**src/rtl/sha3_seq_ctrl.sv**
```systemverilog
// sha3_seq_ctrl
//   Sequencer in front of sha3_core. Takes one hash command and a
//   left-justified 64-bit message word stream. It cuts the message into
//   rate-sized blocks, drives the core absorb handshake, runs squeeze rounds
//   for long SHAKE outputs and forwards digest words on a 64-bit stream.
//
// Ports
//   clk, reset          clock, synchronous active-high reset
//   cmd_*               command request (mode, message bit length, out words)
//   msg_*               message word stream, bit 63 is the first message bit
//   core_*              sha3_core absorb/squeeze interface
//   out_valid/data/last digest word stream, no backpressure
//   busy                controller is not idle
//   dbg_state           current FSM state (state_t encoding)
//   wdog_err            one-cycle watchdog expiry pulse (SHA3_SEQ_WDOG_EN only)
//
// Optional feature macro: SHA3_SEQ_WDOG_EN (16-bit stall watchdog).
//
// Handshakes: cmd_* and msg_* use valid/ready. A transfer happens on a
// rising clk edge where both valid and ready are high; the sender holds
// data stable while valid is high and ready is low. out_valid is a strobe.
module sha3_seq_ctrl #(
  parameter int MAX_OUT_W = 255,
  parameter int SQZ_CYC   = 24
) (
  input  logic        clk,
  input  logic        reset,
  input  logic        cmd_valid,
  output logic        cmd_ready,
  input  logic [2:0]  cmd_mode,
  input  logic [20:0] cmd_bitlen,
  input  logic [7:0]  cmd_outw,
  input  logic        msg_valid,
  output logic        msg_ready,
  input  logic [63:0] msg_data,
  output logic [2:0]  core_mode_sel,
  output logic [10:0] core_bitlen,
  output logic [63:0] core_din64,
  output logic        core_hash_ready,
  output logic        core_start,
  output logic        core_flag,
  output logic        core_squeeze,
  input  logic        core_ready,
  input  logic        core_valid_32,
  input  logic [63:0] core_dout,
  output logic        out_valid,
  output logic [63:0] out_data,
  output logic        out_last,
  output logic        busy,
`ifdef SHA3_SEQ_WDOG_EN
  output logic        wdog_err,
`endif
  output logic [2:0]  dbg_state
);

  localparam int OW_W  = $clog2(MAX_OUT_W + 1);
  localparam int SQZ_W = (SQZ_CYC > 1) ? $clog2(SQZ_CYC) : 1;

  typedef enum logic [2:0] {
    ST_IDLE, ST_LOAD, ST_ARM, ST_START, ST_ABSORB, ST_ABS_WAIT, ST_DRAIN, ST_SQUEEZE
  } state_t;

  state_t            state_q, state_n;
  logic [2:0]        mode_q, mode_n;
  logic [20:0]       rem_q, rem_n;
  logic [OW_W-1:0]   ow_q, ow_n, outcnt_q, outcnt_n;
  logic [4:0]        widx_q, widx_n, rcnt_q, rcnt_n;
  logic [SQZ_W-1:0]  sqz_q, sqz_n;

  logic [4:0]  rw;
  logic [10:0] rw_bits, blk_bits;
  logic [4:0]  nwords;
  logic        full, consume;

  function automatic logic [4:0] rate_words(input logic [2:0] m);
    case (m)
      3'd0:    return 5'd21;
      3'd1:    return 5'd17;
      3'd2:    return 5'd9;
      3'd3:    return 5'd13;
      3'd4:    return 5'd17;
      3'd5:    return 5'd18;
      default: return 5'd17;
    endcase
  endfunction

  function automatic logic [OW_W-1:0] fixed_out_words(input logic [2:0] m);
    case (m)
      3'd2:    return OW_W'(8);
      3'd3:    return OW_W'(6);
      default: return OW_W'(4);
    endcase
  endfunction

  assign rw       = rate_words(mode_q);
  assign rw_bits  = {rw, 6'b0};
  // A block is full when at least a whole rate remains; an exact multiple
  // therefore always leaves a trailing zero-length block for the padding.
  assign full     = rem_q >= 21'(rw_bits);
  assign blk_bits = full ? rw_bits : rem_q[10:0];
  assign nwords   = 5'(({1'b0, blk_bits} + 12'd63) >> 6);
  assign consume  = widx_q < nwords;

`ifdef SHA3_SEQ_WDOG_EN
  logic [15:0] wdog_q;
  logic        wdog_err_q;
  logic        wdog_fire;
  assign wdog_fire = (state_q inside {ST_ARM, ST_START, ST_ABSORB, ST_ABS_WAIT, ST_DRAIN})
                     && (wdog_q == 16'hFFFF);
  assign wdog_err  = wdog_err_q;
`endif

  always_comb begin
    state_n         = state_q;
    mode_n          = mode_q;
    rem_n           = rem_q;
    ow_n            = ow_q;
    outcnt_n        = outcnt_q;
    widx_n          = widx_q;
    rcnt_n          = rcnt_q;
    sqz_n           = sqz_q;
    cmd_ready       = 1'b0;
    msg_ready       = 1'b0;
    core_bitlen     = 11'd0;
    core_din64      = 64'd0;
    core_hash_ready = 1'b0;
    core_start      = 1'b0;
    core_flag       = 1'b0;
    core_squeeze    = 1'b0;
    out_valid       = 1'b0;
    out_data        = 64'd0;
    out_last        = 1'b0;

    case (state_q)
      ST_IDLE: begin
        cmd_ready = 1'b1;
        if (cmd_valid) begin
          mode_n = cmd_mode;
          rem_n  = cmd_bitlen;
          widx_n = 5'd0;
          if (cmd_mode == 3'd0 || cmd_mode == 3'd1)
            ow_n = (cmd_outw == 8'd0) ? OW_W'(1) : OW_W'(cmd_outw);
          else
            ow_n = fixed_out_words(cmd_mode);
          state_n = ST_LOAD;
        end
      end
      ST_LOAD: begin
        core_bitlen = blk_bits;
        msg_ready   = consume;
        core_din64  = consume ? msg_data : 64'd0;
        // Words past the message tail are zero fill and never wait on the stream.
        if (!consume || msg_valid) begin
          widx_n = widx_q + 5'd1;
          if (widx_q == rw - 5'd1) begin
            widx_n  = 5'd0;
            state_n = ST_ARM;
          end
        end
      end
      ST_ARM: begin
        core_bitlen     = blk_bits;
        core_hash_ready = 1'b1;
        if (core_ready) state_n = ST_START;
      end
      ST_START: begin
        core_bitlen     = blk_bits;
        core_hash_ready = 1'b1;
        core_start      = 1'b1;
        if (!core_ready) state_n = ST_ABSORB;
      end
      ST_ABSORB: begin
        core_bitlen     = blk_bits;
        core_hash_ready = 1'b1;
        core_flag       = 1'b1;
        if (core_ready) state_n = ST_ABS_WAIT;
      end
      ST_ABS_WAIT: begin
        core_bitlen     = blk_bits;
        core_hash_ready = 1'b1;
        core_flag       = 1'b1;
        if (full) begin
          rem_n   = rem_q - 21'(rw_bits);
          state_n = ST_LOAD;
        end else begin
          outcnt_n = '0;
          rcnt_n   = 5'd0;
          state_n  = ST_DRAIN;
        end
      end
      ST_DRAIN: begin
        if (core_valid_32) begin
          out_valid = 1'b1;
          out_data  = core_dout;
          outcnt_n  = outcnt_q + OW_W'(1);
          rcnt_n    = rcnt_q + 5'd1;
          if (outcnt_q + OW_W'(1) == ow_q) begin
            out_last = 1'b1;
            state_n  = ST_IDLE;
          end else if (rcnt_q + 5'd1 == rw) begin
            sqz_n   = '0;
            state_n = ST_SQUEEZE;
          end
        end
      end
      ST_SQUEEZE: begin
        core_squeeze = 1'b1;
        sqz_n        = sqz_q + SQZ_W'(1);
        if (sqz_q == SQZ_W'(SQZ_CYC - 1)) begin
          rcnt_n  = 5'd0;
          state_n = ST_DRAIN;
        end
      end
      default: state_n = ST_IDLE;
    endcase

`ifdef SHA3_SEQ_WDOG_EN
    if (wdog_fire) begin
      state_n         = ST_IDLE;
      core_hash_ready = 1'b0;
      core_start      = 1'b0;
      core_flag       = 1'b0;
      core_squeeze    = 1'b0;
      out_valid       = 1'b0;
      out_last        = 1'b0;
    end
`endif
  end

  always_ff @(posedge clk) begin
    if (reset) begin
      state_q  <= ST_IDLE;
      mode_q   <= 3'd0;
      rem_q    <= 21'd0;
      ow_q     <= '0;
      outcnt_q <= '0;
      widx_q   <= 5'd0;
      rcnt_q   <= 5'd0;
      sqz_q    <= '0;
    end else begin
      state_q  <= state_n;
      mode_q   <= mode_n;
      rem_q    <= rem_n;
      ow_q     <= ow_n;
      outcnt_q <= outcnt_n;
      widx_q   <= widx_n;
      rcnt_q   <= rcnt_n;
      sqz_q    <= sqz_n;
    end
  end

`ifdef SHA3_SEQ_WDOG_EN
  // Counts cycles spent in the current state; any state change reloads it.
  always_ff @(posedge clk) begin
    if (reset) begin
      wdog_q     <= 16'd0;
      wdog_err_q <= 1'b0;
    end else begin
      wdog_q     <= (state_n != state_q) ? 16'd0 : wdog_q + 16'd1;
      wdog_err_q <= wdog_fire;
    end
  end
`endif

  assign core_mode_sel = mode_q;
  assign busy          = (state_q != ST_IDLE);
  assign dbg_state     = state_q;

endmodule

```
**config.mk**
```make
export PLATFORM = sky130hd
export DESIGN_NAME = sha3_seq_ctrl
export DESIGN_NICKNAME = d
export VERILOG_FILES = /design/src/rtl/sha3_seq_ctrl.sv
export SDC_FILE = /design/constraint.sdc
export NUM_CORES = 1
export LEC_CHECK = 0
export ABC_AREA = 1
export CAP_MARGIN = 20
export CORE_ASPECT_RATIO = 0.6
export CORE_UTILIZATION = 36
export DETAILED_ROUTE_END_ITERATION = 10
export PLACE_DENSITY = 0.79
export SLEW_MARGIN = 0
export SYNTH_ARGS = -nofsm -noshare
export SYNTH_HDL_FRONTEND = slang
export SYNTH_SLANG_ARGS = --single-unit
```
**constraint.sdc**
```tcl
create_clock -name clk -period 3.93 [get_ports clk]
set_clock_uncertainty 0.15 [all_clocks]
set_input_delay 0.5895 -clock clk [delete_from_list [all_inputs] [get_ports clk]]
set_output_delay 0.5895 -clock clk [all_outputs]
set_load 0.01 [all_outputs]
```
# --- Yosys cells after proc, flatten, opt, wreduce, memory -nomap -nowiden ---
# Index checks and enable logic that the tools add are counted.
word_totals:
  register_bits: 58
  in_bits: 166
  output_inout_bits: 154
  elab_cells: 121
classes:
  n_eq_ne: 30
  order_cmp: 2
  mux: 51
  n_addsub: 7
  reduce_logical: 23
op_table:
  columns: ["op", "n"]
  rows:
  - ["64-bit two-way mux", 4]
  - ["5-bit two-way mux", 9]
  - ["21-bit two-way mux", 2]
  - ["21-bit case mux with 2 select lines", 1]
  - ["3-bit two-way mux", 11]
  - ["8-bit two-way mux", 4]
  - ["2-bit inequality test, second input constant", 12]
  - ["3-bit case mux with 8 select lines", 1]
  - ["11-bit two-way mux", 2]
  - ["21-bit by 11-bit greater-or-equal comparator with 1-bit output", 1]
  - ["21-bit by 11-bit subtractor with 21-bit output", 1]
  - ["5-bit case mux with 2 select lines", 2]
  - ["5-bit case mux with 4 select lines", 1]
  - ["3-bit by 2-bit == test with 1-bit output, second input constant", 6]
  - ["8-bit case mux with 2 select lines", 1]
  - ["5-bit by 1-bit adder with 5-bit output, second input constant", 3]
  - ["3-bit == test, second input constant", 5]
  - ["5-bit case mux with 3 select lines", 1]
  - ["11-bit by 6-bit adder with 11-bit output, second input constant", 1]
  - ["1-bit two-way mux", 11]
  - ["5-bit == test", 2]
  - ["3-bit logical NOT", 3]
  - ["3-bit AND reduction", 3]
  - ["9-bit AND reduction", 1]
  - ["18 further kinds", 25]

# --- Depth between registers and ports, before layout ---
logic_depth:
  depth_word: 10
  depth_mapped: 27
  depth_no_buf: 27

# --- Least setup slack after synthesis ---
# Ideal clock, no wire load.
synth_path:
  kind: "flip-flop to output port"
  start: "reg mode_q[2], in the netlist core_mode_sel[2]"
  end: "out core_din64[14]"
  arrival_ns: 3.535
  required_ns: 3.191
  path_stages_with_launch: 23
  path_buffers: 3
  slack_ns: -0.344
  cell_sequence: "dfxtp_1 > inv_1 > nand3_1 > nand2_1 > inv_1 > ha_1 > a21oi_1 > nand2_1 > a21oi_2 > nand3_2 > buf_2 > o21ai_0 > nand2_1 > nor2_1 > xor2_1 > ha_1 > nand2_1 > and3b_1 > a2111oi_4 > nand2_2 > buf_12 > buf_12 > nor2_4"
synth_between:
  elab_chain_cells: 8
  elab_cells_between_ends: 11
  classes_between: "add/sub (1); order compare (2); eq/ne (3); mux (4); reduce/logical (1)"
synth_rtl:
  columns: ["item", "line_no", "source"]
  rows:
  - ["start: declaration", "64", "logic [2:0] mode_q, mode_n;"]
  - ["start signal: assignment", "242", "mode_q <= mode_n;"]
  - ["3-bit == test (tied with other cells)", "76", "case (m)"]
  - ["5-bit case mux with 4 select lines (*)", "76", null]
  - ["21-bit by 11-bit greater-or-equal comparator with 1-bit output", "99", "assign full = rem_q >= 21'(rw_bits);"]
  - ["11-bit two-way mux (*)", "100", "assign blk_bits = full ? rw_bits : rem_q[10:0];"]
  - ["11-bit by 6-bit adder with 11-bit output (*)", "101", "assign nwords = 5'(({1'b0, blk_bits} + 12'd63) >> 6);"]
  - ["5-bit less-than comparator (*)", "102", "assign consume = widx_q < nwords;"]
  - ["64-bit two-way mux (*)", "151", "core_din64 = consume ? msg_data : 64'd0;"]
  - ["64-bit two-way mux (*)", "134", "case (state_q)"]
  - ["end: declaration", "38", "output logic [63:0] core_din64,"]
# Every way passes the cells marked *; elsewhere a longest branch is shown, timed or not.

# --- Final worst setup path ---
layout_path:
  start: "reg mode_q[2], in the netlist core_mode_sel[2]"
  end: "out core_din64[13]"
# Same word-level chain as after synthesis.

==> results.py <==
metrics = {
    "synth": {
        "synth-warning-count": 0,
        "dominantRegCellSynth": "sky130_fd_sc_hd__dfxtp_1",
        "post_synth.cell_area_avg_um2": 6.269,
        "synthesized_cell_area_um2": 5604,
        "netlist.area_leader.share": 0.2072,
        "yosys-top-cells-count": "198 x sky130_fd_sc_hd__nand2_1, 147 x sky130_fd_sc_hd__nor2_1, 130 x sky130_fd_sc_hd__inv_1",
        "number_of_enable_type_register_cells_in_the_synthesized_netlist": 0,
        "yosys.cell_types.count": 56,
        "synthTopCellsByArea": "sky130_fd_sc_hd__dfxtp_1 21%, sky130_fd_sc_hd__nand2_1 13%, sky130_fd_sc_hd__nor2_4 11%",
        "most_numerous_cell_in_the_yosys_netlist": "sky130_fd_sc_hd__nand2_1",
        "synthArstFlopShare": 0,
        "synth_seq_cells": 58,
        "synth.largest_area_cell": "sky130_fd_sc_hd__dfxtp_1",
        "postSynthCellCount": 894,
        "synthesis.nets": 1074,
        "synth-seq-area-share": 0.2072,
    },
    "grt": {
        "antenna_found_initial": 0,
        "grt-ovfl-total": 0,
        "grt_pass1_vias": 6508,
        "grt_start_max_net_pins": 48,
        "globalRouteTotalUtil": 0.2600,
        "grt_pass1_wl_um": 33200,
    },
    "power_and_ir_drop": {
        "ratio_of_total_power_to_cell_area_nw_per_um2": 589.1,
        "static-leakage-power_nw": 4.546,
        "max-vdd-ir-drop_mv": 0.3709,
    },
    "setup_path": {
        "critPathCaptureType": "primary output",
        "worstPathMaxFanout": 6,
        "worst_path_max_delay_cell": "sky130_fd_sc_hd__dfxtp_4",
        "r2r_end": "widx_q[4]",
        "r2r_start": "core_mode_sel[2]",
        "cp_data_required_time_ps": 3190,
        "timing.reg2reg.worst_path_depth": 26,
        "setup_crit_path_kind": "reg2out",
        "timing.critical_path.arrival_ps": 4180,
        "setup_slack_on_the_worst_flop_to_flop_path_ps": -70,
        "critPathMaxStageDelay_ps": 360,
        "start_kind": "flop",
    },
    "route": {
        "total_number_of_vias": 7088,
        "avgViaCountPerCell": 4.770,
        "dr.pass1.iters": 7,
        "drc": 0,
        "wl_per_cell_um": 14.60,
        "drtAntennaViolNets": 0,
        "detail_route.wirelength_um": 21700,
        "violation_count_after_the_first_detailed_route_iteration": 422,
    },
    "sta": {
        "pin_slew_with_the_least_headroom_to_its_limit_ps": 897.6,
        "max_freq_mhz": 203.3,
        "fin_ws_ps": -989.5,
        "rsz0062_at_grt": "yes",
        "period_utilization_post_route": 1.252,
        "setup_violations": 71,
        "hold_viol_final": 0,
        "slew-limit-headroom": 0.4009,
        "layout_min_cycle_time_ps": 4920,
        "timing.final.max_slew_violations": 0,
    },
    "cells_and_area": {
        "sequential_cell_area_um2": 1167,
        "filler_cell_count": 1194,
        "multi_input_area_um2": 3914,
        "final_layout_size_suffix_gt1_frac": 0.2601,
        "fin_cells": 1486,
        "finish.instance_area_um2": 10390,
        "syn_to_final_growth_pct": 85.31,
        "num_antenna_cells": 0,
        "post_layout_nets": 1465,
        "postLayoutCoreUtil": 0.6995,
    },
    "floorplan": {
        "core_area_um2": 14850,
        "rows": 34,
        "fp.dieH_um": 98.65,
        "floorplan.io_pins": 320,
        "design.die.area_um2": 16090,
        "initial_core_util": 0.3775,
        "die_width_um": 163.1,
    },
    "worst_hold_path": {
        "hold-path-cell-count": 2,
        "min_path_type": "reg2reg",
        "hold_critical_path_endpoint": "ow_q[4]",
        "timing.hold.worst.start": "ow_q[4]",
    },
    "clocking": {
        "cts_root_buf": "sky130_fd_sc_hd__clkbuf_16",
        "tritoncts": "yes",
        "clk_pin_slew_ps": 50,
        "clock_insertion_delay_at_the_later_pin_of_the_skew_report_ps": 330,
        "total_cts_buffers": 9,
        "numClockSinks": 58,
        "cts_buffer_depth": 2,
        "clock_tree.htree_level_count": 3,
    },
    "placement": {
        "io_buffer_count": 319,
        "detailedPlace.worstSlack_ps": -915.5,
        "placed_cells_incl_taps": 1444,
        "final_replace_weighted_congestion": 0.9097,
        "hpwl_reported_at_the_end_of_detailed_placement_um": 16390,
        "placed_cell_area_um2": 9493,
    },
    "status": {
        "failed_checks": "setup timing",
        "outcome": "complete, but fails checks",
    },
    "run": {
        "drv_cap": 0,
    },
}
## cell type report
type                       count  area share
sequential                    58      0.1124
clock inverter                 3    0.001687
tap                          198     0.02386
multi-input combinational    657      0.3769
inverter                     142     0.05181
timing repair buffer         417      0.4100
clock buffer                  11     0.02337
## critical path: cells and delay by family (launching register included)
kind	cells	cell delay (ps)
flip-flops	1	360
buffers and inverters	9	1040
XOR/XNOR	1	160
AND/OR/NAND/NOR	10	1030
adder cells (fa/ha/maj)	2	540
AO/OA/AOI/OAI	4	690
## report_power, final
group,switching (mW),internal (mW)
combinational,2.26,2.26
sequential,0.164,0.728
clock,0.277,0.434
## layout by cell type, fill, tap and decap left out, drive strengths merged, types with 13 or more instances in the layout
master,netlist,final
o21ai,40,40
inv,141,141
nor2,210,210
ha,13,13
clkdlybuf4s50,0,253
dfxtp,58,58
buf,15,156
a21oi,54,54
nand3,47,47
nand2,207,208
## flip-flops by register name (all words and copies together) (netlist names)
register,cells
dbg_state,3
rem_q,21
widx_q,5
outcnt_q,8
core_mode_sel,3
ow_q,8
sqz_q,5
rcnt_q,5
## worst max-delay path by stage
stage,startpoint,to,slack [ps],depth (start not counted)
2_1_floorplan,core_mode_sel[2],core_din64[16],-140,26
3_3_place_gp,core_mode_sel[2],core_din64[33],-700,23
3_5_place_dp,core_mode_sel[2],core_din64[4],-920,24
4_1_cts,core_mode_sel[2],core_din64[11],-960,25
5_1_grt,core_mode_sel[2],core_din64[13],-1210,26
6_report,core_mode_sel[2],core_din64[13],-990,26
## stage by stage
stage          hold WS (ps)  power [mW]  setup TNS [ps]
4_1_cts               325.7       5.893          -56340
6_report              326.4       6.118          -57610
3_3_place_gp          314.7       4.561          -44220
3_5_place_dp          316.9       4.635          -54930
5_1_grt               349.8       6.538          -73770
2_1_floorplan         293.3       3.129           -6464
## logic make-up (layout without fill, tap and decap cells)
logic type / after synthesis / count (layout) / share of synthesized area
xor+xnor: 17 / 17 / 0.02925
buf+inv: 180 / 573 / 0.1429
compound gates: 127 / 127 / 0.1380
simple gates: 498 / 499 / 0.4501
fa+ha+maj: 14 / 14 / 0.03260
flops: 58 / 58 / 0.2072
## per-layer routing
| layer | track usage | part of all wire | vias to the layer above | wire length [µm] |
|---|---|---|---|---|
| met3 | 0.06692 | 0.085 | 29 | 1846 |
| li1 | - | - | 3586 | - |
| met4 | 0.06398 | 0.016 | 0 | 344 |
| met5 | 0 | 0 | - | 0 |
| met2 | 0.4278 | 0.47 | 293 | 10200 |
| met1 | 0.3383 | 0.43 | 3180 | 9308 |
## repair_timing
item | in CTS | in global routing
pin swaps | 7 | 13
hold buffers | 0 | 0
gates cloned | 5 | 1
endpoints found under the setup margin | 73 | 73
resized for setup | 298 | 78
buffers inserted | 20 | 5
Note: power is estimated with default switching activity, not from simulation.
